## config.mk

```make
export PLATFORM = sky130hd
export DESIGN_NAME = sc_bitstream_decoder
export DESIGN_NICKNAME = d
export VERILOG_FILES = /design/src/rtl/sc_bitstream_decoder.sv
export SDC_FILE = /design/constraint.sdc
export NUM_CORES = 1
export LEC_CHECK = 0
export CAP_MARGIN = 40
export CORE_ASPECT_RATIO = 0.7
export CORE_MARGIN = 4
export CORE_UTILIZATION = 34
export DETAILED_ROUTE_END_ITERATION = 8
export PLACE_DENSITY = 0.56
export SLEW_MARGIN = 20
export SYNTH_ARGS = -nofsm -noshare
export SYNTH_HDL_FRONTEND = slang
export SYNTH_SLANG_ARGS = --single-unit
```

## constraint.sdc

```tcl
create_clock -name clk -period 2.8 [get_ports clk]
set_input_delay 0.42 -clock clk [delete_from_list [all_inputs] [get_ports clk]]
set_output_delay 0.42 -clock clk [all_outputs]
set_load 0.02 [all_outputs]
```

## src/rtl/sc_bitstream_decoder.sv

```systemverilog
`default_nettype none
// ============================================================================
// Module      : sc_bitstream_decoder
// Description : Stochastic-bitstream receiver. Counts the ones in each window
//               of BITSTREAM accepted bits and converts that count back into a
//               QUANT-bit two's-complement sample, presented on a valid/ready
//               output through a one-entry buffer.
// Revision    : 1.0 - initial release
// ============================================================================
module sc_bitstream_decoder #(
    parameter int  BITSTREAM = 64,
    parameter int  QUANT     = 8,
    localparam int c_L       = $clog2(BITSTREAM)
) (
    input  logic             clk,
    input  logic             rst,
    input  logic             bit_valid,
    input  logic             bit_in,
    output logic             bit_ready,
    output logic             out_valid,
    input  logic             out_ready,
    output logic [QUANT-1:0] out_data,
    output logic [c_L:0]     out_quota
);

    localparam int             c_SHIFT = QUANT - c_L;
    localparam logic [c_L-1:0] c_LAST  = c_L'(BITSTREAM - 1);
    localparam logic [c_L:0]   c_FULL  = (c_L + 1)'(BITSTREAM);

    // Buffer flag states: ACCUM = output empty, HOLD = frame presented.
    localparam logic [0:0] c_ACCUM = 1'b0;
    localparam logic [0:0] c_HOLD  = 1'b1;

    logic [0:0]       r_state;
    logic [0:0]       w_state_nxt;
    logic [c_L-1:0]   r_bit_idx;
    logic [c_L:0]     r_ones;
    logic [QUANT-1:0] r_out_data;
    logic [c_L:0]     r_out_quota;

    logic             w_last;
    logic             w_accept;
    logic             w_complete;
    logic [c_L:0]     w_total;
    logic [QUANT-1:0] w_v;

    assign w_last     = (r_bit_idx == c_LAST);
    // Only the closing bit of a frame can stall: it would overwrite a frame
    // that downstream has not yet taken.
    assign bit_ready  = !(w_last && (r_state == c_HOLD) && !out_ready);
    assign w_accept   = bit_valid && bit_ready;
    assign w_complete = w_accept && w_last;
    assign w_total    = r_ones + (c_L + 1)'(bit_in);

    // Scale the ones count up to sample width; a full window of ones would
    // land one past the top code, so it saturates to all ones instead.
    always_comb begin
        w_v = QUANT'(w_total) << c_SHIFT;
        if (w_total == c_FULL) begin
            w_v = '1;
        end
    end

    // Buffer flag register.
    always_ff @(posedge clk) begin
        if (rst) begin
            r_state <= c_ACCUM;
        end else begin
            r_state <= w_state_nxt;
        end
    end

    // Buffer flag next state: a completing frame always (re)loads the
    // buffer, otherwise a consume empties it.
    always_comb begin
        w_state_nxt = r_state;
        if (w_complete) begin
            w_state_nxt = c_HOLD;
        end else if ((r_state == c_HOLD) && out_ready) begin
            w_state_nxt = c_ACCUM;
        end
    end

    // Window position and ones accumulator; both restart on frame completion.
    always_ff @(posedge clk) begin
        if (rst) begin
            r_bit_idx <= '0;
            r_ones    <= '0;
        end else if (w_accept) begin
            if (w_last) begin
                r_bit_idx <= '0;
                r_ones    <= '0;
            end else begin
                r_bit_idx <= r_bit_idx + c_L'(1);
                r_ones    <= w_total;
            end
        end
    end

    // Output buffer: loads only on completion, so it holds under backpressure.
    // Flipping the MSB turns the offset-binary code into two's complement.
    always_ff @(posedge clk) begin
        if (rst) begin
            r_out_data  <= '0;
            r_out_quota <= '0;
        end else if (w_complete) begin
            r_out_data  <= {~w_v[QUANT-1], w_v[QUANT-2:0]};
            r_out_quota <= w_total;
        end
    end

    assign out_valid = (r_state == c_HOLD);
    assign out_data  = r_out_data;
    assign out_quota = r_out_quota;

endmodule
`default_nettype wire

```

* Word-level counts from Yosys, hierarchy flattened *
Cells that the tools add are included.

storage, ports and cells
  flip-flop bits (word level) = 29
  bits of input ports = 5
  output and inout bits = 17
  word-level logic and storage cells = 23

operators by class
  add/subtract/negate cells = 2
  eq/ne operators = 2
  muxes and demuxes = 5
  bitwise operators = 1
  reduce and logical (&&, ||, !) cells = 8

operators with widths
  operator             number
  $mux 8               1
  $add 7x1->7          1
  $eq 7x7->1 const B   1
  $mux 7               1
  $add 6x1->6 const B  1
  $eq 6x6->1 const B   1
  $mux 6               1
  $logic_and 1x1->1    5
  $logic_not 1->1      2
  $mux 1               2
  $reduce_bool 2->1    1
  $not 1->1            1

* Logic depth before layout (Yosys ltp) *
Gate-level depths: netlist of run 1.

  depth in word-level cells = 7
  gate-level depth with buffers = 7
  gate-level depth less buffers = 6

* Worst setup path before layout of run 1 *
OpenSTA, ideal clock, no wires.

  path kind = input port to flip-flop
  start = input bit_in
  end = register r_out_data[7], in the netlist out_data[7]
  library setup time = 0.116 ns
  arrival time = 1.854 ns
  required time = 2.684 ns
  slack = 0.831 ns
  stages on the path = 7
  path buffers = 1
  cell sequence = ha_1 ha_1 clkbuf_1 xor2_1 nand4_1 a2111o_1 a31o_1

on the way
  word-level cells in the longest chain between the ends = 4

RTL lines
  item                    line  RTL
  start: declaration      18    input logic bit_in,
  $add 7x1->7 (*)         53    assign w_total = r_ones + (c_L + 1)'(bit_in);
  $eq 7x7->1              59    if (w_total == c_FULL) begin
  $mux 8 (*)              59
  $not 1->1 (*)           107   r_out_data <= {~w_v[QUANT-1], w_v[QUANT-2:0]};
  end signal: assignment  107
  end: declaration        38    logic [QUANT-1:0] r_out_data;

Every way passes the cells marked *; elsewhere a longest branch is shown, timed or not.
A chain may end at the register's enable or synchronous reset.

* Worst setup path after layout of run 1 *
  start = register r_bit_idx[0]
  end = output bit_ready

on the way
  word-level cells in the longest chain between the ends = 4

RTL lines
  item                             line  RTL
  start: declaration               36    logic [c_L-1:0] r_bit_idx;
  start signal: assignment         94    r_bit_idx <= r_bit_idx + c_L'(1);
  $eq 6x6->1                       47    assign w_last = (r_bit_idx == c_LAST);
  $logic_and 1x1->1 (2 in series)  50    assign bit_ready = !(w_last && (r_state == c_HOLD) && !out_ready);
  $logic_not 1->1                  50
  end: declaration                 19    output logic bit_ready,

No other way between the ends.

==> metrics.md, run 1 <==
| Metric | Value |
|---|---|
| Setup TNS | 0 ns |
| Net Sw Frac | 21.64% |
| Total power draw | 697.6 uW |
| Core outline area | roughly 0.0036 sq mm |
| Starting density of the core | 35.81% |
| Combinational share of power | 6.0% |
| Synth Register Bits | 28 |
| Static Leak | 0.5496 nW |
| Boundary Pins | 22 |
| Outcome | finished, final reports clean |
| Cells after synthesis | 149 |
| Worst Skew | 0.003391 ns |
| CP Class | flip-flop to output port |
| Worst vdd ir | between 0.2 and 0.25 mV |
| Main flop type after synthesis | dfxtp_1 |
| Worst-path clk slew | 0.09 ns |
| Synthesized cell area | 0.001282 sq mm |
| Delay of the slowest cell on the worst path | 0.55 ns |
| Nets | 175 |
| Overflow after GRT | 0 |
| DRC errors left | 0 |
| Area Overhead vs Synth | 23.41% |
| CTS sink cnt | 28 |
| Setup Viol. Count Final | 0 |
| # port buffers | 21 |
| Async SR Flop Fraction | 0% |
| CP Buf/Inv Count | 1 |
| Die Area | roughly 0.0048 sq mm |
| P per Cell Area | 440.7 mW/mm^2 |
| Clk Latency, worst-skew pair | 0.27 ns |
| Cells along the critical path | ha_1 > nand3_1 > or3_1 > clkdlybuf4s50_1 |
| FP Rows | 18 |
| Largest net degree at the start of global routing | 17 |
| Tcrit/Tclk final | between 80% and 90% |
| Minimum clock period | 2.419 ns |
| CP arrival | 2.00 ns |
| CP max FO | 5 |
| Via count | 1,133 |
| Max clock buf depth | 2 |
| Critical Path RT | between 2 and 2.5 ns |
| Synth cell types | 38 |
| Pint | 546.6 uW |
| Hold Crit Class | flip-flop to flip-flop |
| Most frequent cells in the layout | dfxtp_1, nor2_1, clkdlybuf4s50_1 |
| Worst Max-Slew Pin Slew | about 0.62 ns |
| Initial antenna violation count | 0 |
| Tot GR Track Use | 12.87% |
| Num CTS Buffers | 3 |
| Starting DRT DRC Count | 69 |
| MaxCap Viol Count | 0 |
| CTS Hold Bufs | 0 |
| Most common cell after layout, fill and taps aside | dfxtp_1 |
| Post_cts resized | 0 |
| TritonCTS clock tree | yes |
| H-tree levels | 1 |
| Max Clk Rate | 0.4133 GHz |
| Max Slew Vio Count | 0 |
| Mapped Nets | 157 |
| Worst path top cell family by delay | simple AND/OR/NAND/NOR gates |
| Post-synthesis sequential area ratio | 43.71% |
| Die H | between 50 and 60 um |
| Clock share of power | a little over a third |
| Final hold violations | 0 |
| Antenna Cells | 0 |
| Detail Route Antenna Nets | 0 |
| Routed wire length | 2.898 mm |
| Crit. End Element | output port |
| First-pass GRT wire length | 4.809 mm |
| Seq pwr share | 58.2% |
| Vias in the first global route | 1,034 |
| Vias per cell | around 5.2 |
| Post-DP HPWL | between 2 and 2.5 mm |
| Slew headroom | 58.71% |
| Post-synth EDFFs | 0 |
| Synth Area per Inst | 8.607 sq um |
| Post-CTS Setup Bufs | 0 |
| Net Switching | 151.0 uW |
| Die width | 81.41 um |
| CP Launch Type | flip-flop |
| Root buffer cell | clkbuf_8 |
| CP max-delay cell | clkdlybuf4s50_1 |
| Global placement routability congestion | 0.8335 |
| Yosys warns | 0 |
| DR pass1 iterations | 4 |
| RSZ-0062 raised after global routing | no |
| Avg WL per Cell | roughly 13 um |
| Share of cells above drive strength 1 | 7.229% |
final timing paths:
kind	startpoint	endpoint	slack (ns)	depth (start not counted)
worst max-delay path	r_bit_idx[0]$_SDFFE_PP0P_	bit_ready	0.38	4
worst min-delay path	out_quota[1]$_SDFFE_PP0P_	out_quota[1]$_SDFFE_PP0P_	0.47	2
worst max register to register	r_ones[0]$_SDFFE_PP0P_	out_data[3]$_SDFFE_PP0P_	0.79	6
worst min register to register	out_quota[1]$_SDFFE_PP0P_	out_quota[1]$_SDFFE_PP0P_	0.47	2
synth_stat cells (4+ instances only):
library cell / count / area share, %
a21oi_1: 11 / 4.3
nor2_1: 22 / 6.4
nand2_1: 7 / 2.0
or3_1: 4 / 2.0
dfxtp_1: 28 / 44
nor3_1: 5 / 2.0
clkbuf_1: 9 / 2.6
a211oi_1: 11 / 6.4
nand3_1: 5 / 2.0
xor2_1: 4 / 2.7
inv_1: 4 / 1.2
a22oi_1: 4 / 2.3
power groups by stage:
stage / clock (mW) / combinational, mW / sequential (mW)
floorplan: 0 / 0.0258 / 0.415
global placement: 0 / 0.0414 / 0.415
detailed placement: 0 / 0.0419 / 0.416
CTS: 0.260 / 0.0420 / 0.406
global route: 0.275 / 0.0464 / 0.407
finish: 0.249 / 0.0420 / 0.406
layer usage:
metal	global-route usage [%]	wire length (um)	vias to the layer above	part of all wire (%)
met1	18.70	1542	532	53
met5	0	0	-	0
li1	-	-	569	-
met4	2.892	18	0	0.62
met2	18.33	1221	30	42
met3	4.255	116	2	4.0
per-stage QoR:
stage,hold WS (ns),cells,instance area (sq um),util [%],setup slack [ns]
floorplan,0.4692,149,1282,-,0.8307
global placement,0.4463,212,1528,42.66,0.3385
detailed placement,0.4529,212,1528,42.66,0.2616
CTS,0.4705,216,1583,44.20,0.3757
global route,0.4966,216,1583,44.20,0.2571
finish,0.4720,216,1583,44.20,0.3806
cell type report:
| cell class | instances | area, sq um |
|---|---|---|
| fillers | 359 | 1998 |
| repair buffers | 25 | 240.2 |
| multi-input cells | 105 | 649.4 |
| clock buffers | 4 | 55.05 |
| well taps | 50 | 62.56 |
| flip-flops and latches | 28 | 560.5 |
| inverters | 4 | 15.01 |
cells by family after synthesis:
group	share of synthesized area, %
and+or+nand+nor	21.66
AOI/OAI and AO/OA	20.49
DFF	43.71
adders and majority gates	2.927
xor gates and xnor gates	4.781
muxes	0.7805
buffers and inverters	5.658
state kept, by name, indices dropped and copies added (netlist names):
| name | flops |
|---|---|
| out_valid | 1 |
| out_data | 7 |
| out_quota | 7 |
| r_ones | 7 |
| r_bit_idx | 6 |
worst reg2reg max path, cell delays in order (launching register included):
cell and delay (ns):
dfxtp_1 0.34, ha_1 0.19, ha_1 0.32, xor2_1 0.17
nand4_1 0.11, a2111o_1 0.51, a211oi_1 0.28
Note: power is estimated with default switching activity, not from simulation.
==> inputs of run 2 (changes only) <==
- CORE_MARGIN: 4 -> 5
- SKIP_CTS_REPAIR_TIMING: not set -> 1
==> metrics.md, run 2 (synthesized netlist as in run 1, its figures left out) <==
| Metric | Value |
|---|---|
| Outcome | finished, final reports clean |
| Die H | ~60 um |
| Detail Route Antenna Nets | 0 |
| Flop2flop setup slack | 0.80 ns |
| M1 WL | 1.535 mm |
| Worst Max-Slew Pin Slew | 0.7810 ns |
| Hold depth | 2 |
| CP max-delay cell | clkdlybuf4s50_1 |
| Hold slack final | 0.4675 ns |
| Delay of the slowest cell on the worst path | 0.56 ns |
| Final Instance Count excl. Fillers | around 220 |
| Cells along the critical path | ha_1 > nand3_1 > or3_1 > clkdlybuf4s50_1 |
| Hold Startpoint | out_quota[1]$_SDFFE_PP0P_ |
| Routed wl met3 | ~190 um |
| Worst-path clk slew | 0.10 ns |
| Worst Skew | 0.003928 ns |
| Nets | between 150 and 200 |
| Most common cell after layout, fill and taps aside | dfxtp_1 |
| Boundary Pins | 22 |
| Minimum clock period | roughly 2.5 ns |
| Starting density of the core | 35.81% |
| Overflow after GRT | 0 |
| DRC errors left | 0 |
| Routed wire length | around 3 mm |
| Total power draw | between 700 and 800 uW |
| Crit. End Element | output port |
| Max Slew Vio Count | 0 |
| Hold Crit Class | flip-flop to flip-flop |
| Placed cells | 212 |
| Final hold violations | 0 |
| Global placement routability congestion | approximately 0.82 |
| CP arrival | 2.05 ns |
| Clk Latency, worst-skew pair | 0.28 ns |
| CP max FO | 5 |
| Combinational share of power | 5.8% |
| Max Clk Rate | 0.4053 GHz |
| DR top layer | met4 |
| Tot GR Track Use | 12.06% |
| Net Switching | approximately 160 uW |
| # port buffers | 21 |
| Antenna Cells | 0 |
| Vias per cell | 5.222 |
| CTS sink cnt | 28 |
| Initial antenna violation count | 0 |
| MaxCap Viol Count | 0 |
| Met2 wire len | approximately 1.2 mm |
| Share of cells above drive strength 1 | 7.229% |
| Net Sw Frac | roughly 22% |
| Tcrit/Tclk final | between 80% and 90% |
| First-pass GRT wire length | 4.947 mm |
| Critical Path RT | 2.38 ns |
| Crit Reg-Reg Endpoint | out_data[1]$_SDFFE_PP0P_ |
| Post-DP HPWL | 2.079 mm |
| Via count | 1,128 |
| Num CTS Buffers | 3 |
| Max clock buf depth | 2 |
| Vias in the first global route | 1,083 |
| Pint | 545.9 uW |
| Avg WL per Cell | 13.67 um |
| Slew headroom | 47.77% |
| CP Launch Type | flip-flop |
| Setup TNS | 0 ns |
| WHS Endpoint | out_quota[1]$_SDFFE_PP0P_ |
| Reg-to-reg startpoint | r_ones[0]$_SDFFE_PP0P_ |
| Root buffer cell | clkbuf_8 |
| Static Leak | 0.5489 nW |
| Largest net degree at the start of global routing | 22 |
| Die width | 83.41 um |
| Starting DRT DRC Count | 103 |
| Fill cells | between 300 and 400 |
| Most frequent cells in the layout | dfxtp_1, nor2_1, clkdlybuf4s50_1 |
| R2R depth | 6 |
| Clock share of power | 36.3% |
| CP Class | flip-flop to output port |
| H-tree levels | 1 |
| Setup Viol. Count Final | 0 |
| Core outline area | 0.003581 sq mm |
| FP Rows | 18 |
| Worst vdd ir | 0.1981 mV |
| RSZ-0062 raised after global routing | no |
| P per Cell Area | roughly 440 mW/mm^2 |
| Area Overhead vs Synth | 23.41% |
| Setup WS pre-CTS | approximately 0.26 ns |
| Seq pwr share | 57.9% |
| TritonCTS clock tree | yes |
| DR pass1 iterations | 4 |
| Die Area | 0.005120 sq mm |
| Final worst slack | approximately 0.33 ns |
[run 2: cell counts in the layout (fill, tap and decap cells not counted)]
Identical to the previous run, type by type.
[run 2: power by group through the flow]
stage          registers (mW)  clock network, mW  logic (mW)
6_report                0.406              0.254      0.0407
5_1_grt                 0.407              0.282      0.0447
4_1_cts                 0.406              0.265      0.0406
3_5_place_dp            0.416                  0      0.0404
3_3_place_gp            0.415                  0      0.0403
2_1_floorplan           0.415                  0      0.0258
[run 2: per-layer routing]
| metal | vias to the layer above | track usage [%] |
|---|---|---|
| met3 | 2 | 4.412 |
| li1 | 566 | - |
| met1 | 531 | 16.34 |
| met2 | 29 | 18.15 |
| met4 | 0 | 3.730 |
| met5 | - | 0 |
[run 2: stage by stage]
stage	area, sq um	util [%]
2_1_floorplan	1282	-
3_3_place_gp	1528	42.66
3_5_place_dp	1528	42.66
4_1_cts	1583	44.20
5_1_grt	1583	44.20
6_report	1583	44.20
[run 2: worst max-delay path by stage]
stage                                   start                        to  slack (ns)
floorplan                              bit_in  out_data[7]$_SDFFE_PP0P_        0.83
global placement                       bit_in  out_data[7]$_SDFFE_PP0P_        0.34
detailed placement                     bit_in  out_data[1]$_SDFFE_PP0P_        0.26
CTS                 r_bit_idx[0]$_SDFFE_PP0P_                 bit_ready        0.35
global route        r_bit_idx[0]$_SDFFE_PP0P_                 bit_ready        0.22
finish              r_bit_idx[0]$_SDFFE_PP0P_                 bit_ready        0.33
[run 2: final cells by class]
class / instances / area (sq um) / area share (%)
Tap cell: 50 / 62.56 / 3.953
Sequential cell: 28 / 560.5 / 35.42
Clock buffer: 4 / 55.05 / 3.478
Timing Repair Buffer: 25 / 240.2 / 15.18
Inverter: 4 / 15.01 / 0.9486
Multi-Input combinational cell: 105 / 649.4 / 41.03
[run 2: critical path, delay by kind of cell, from the launching register on]
kind          cells  cell delay [ns]
buf+inv           1             0.56
fa+ha+maj         1             0.22
flops             1             0.41
simple gates      2             0.58
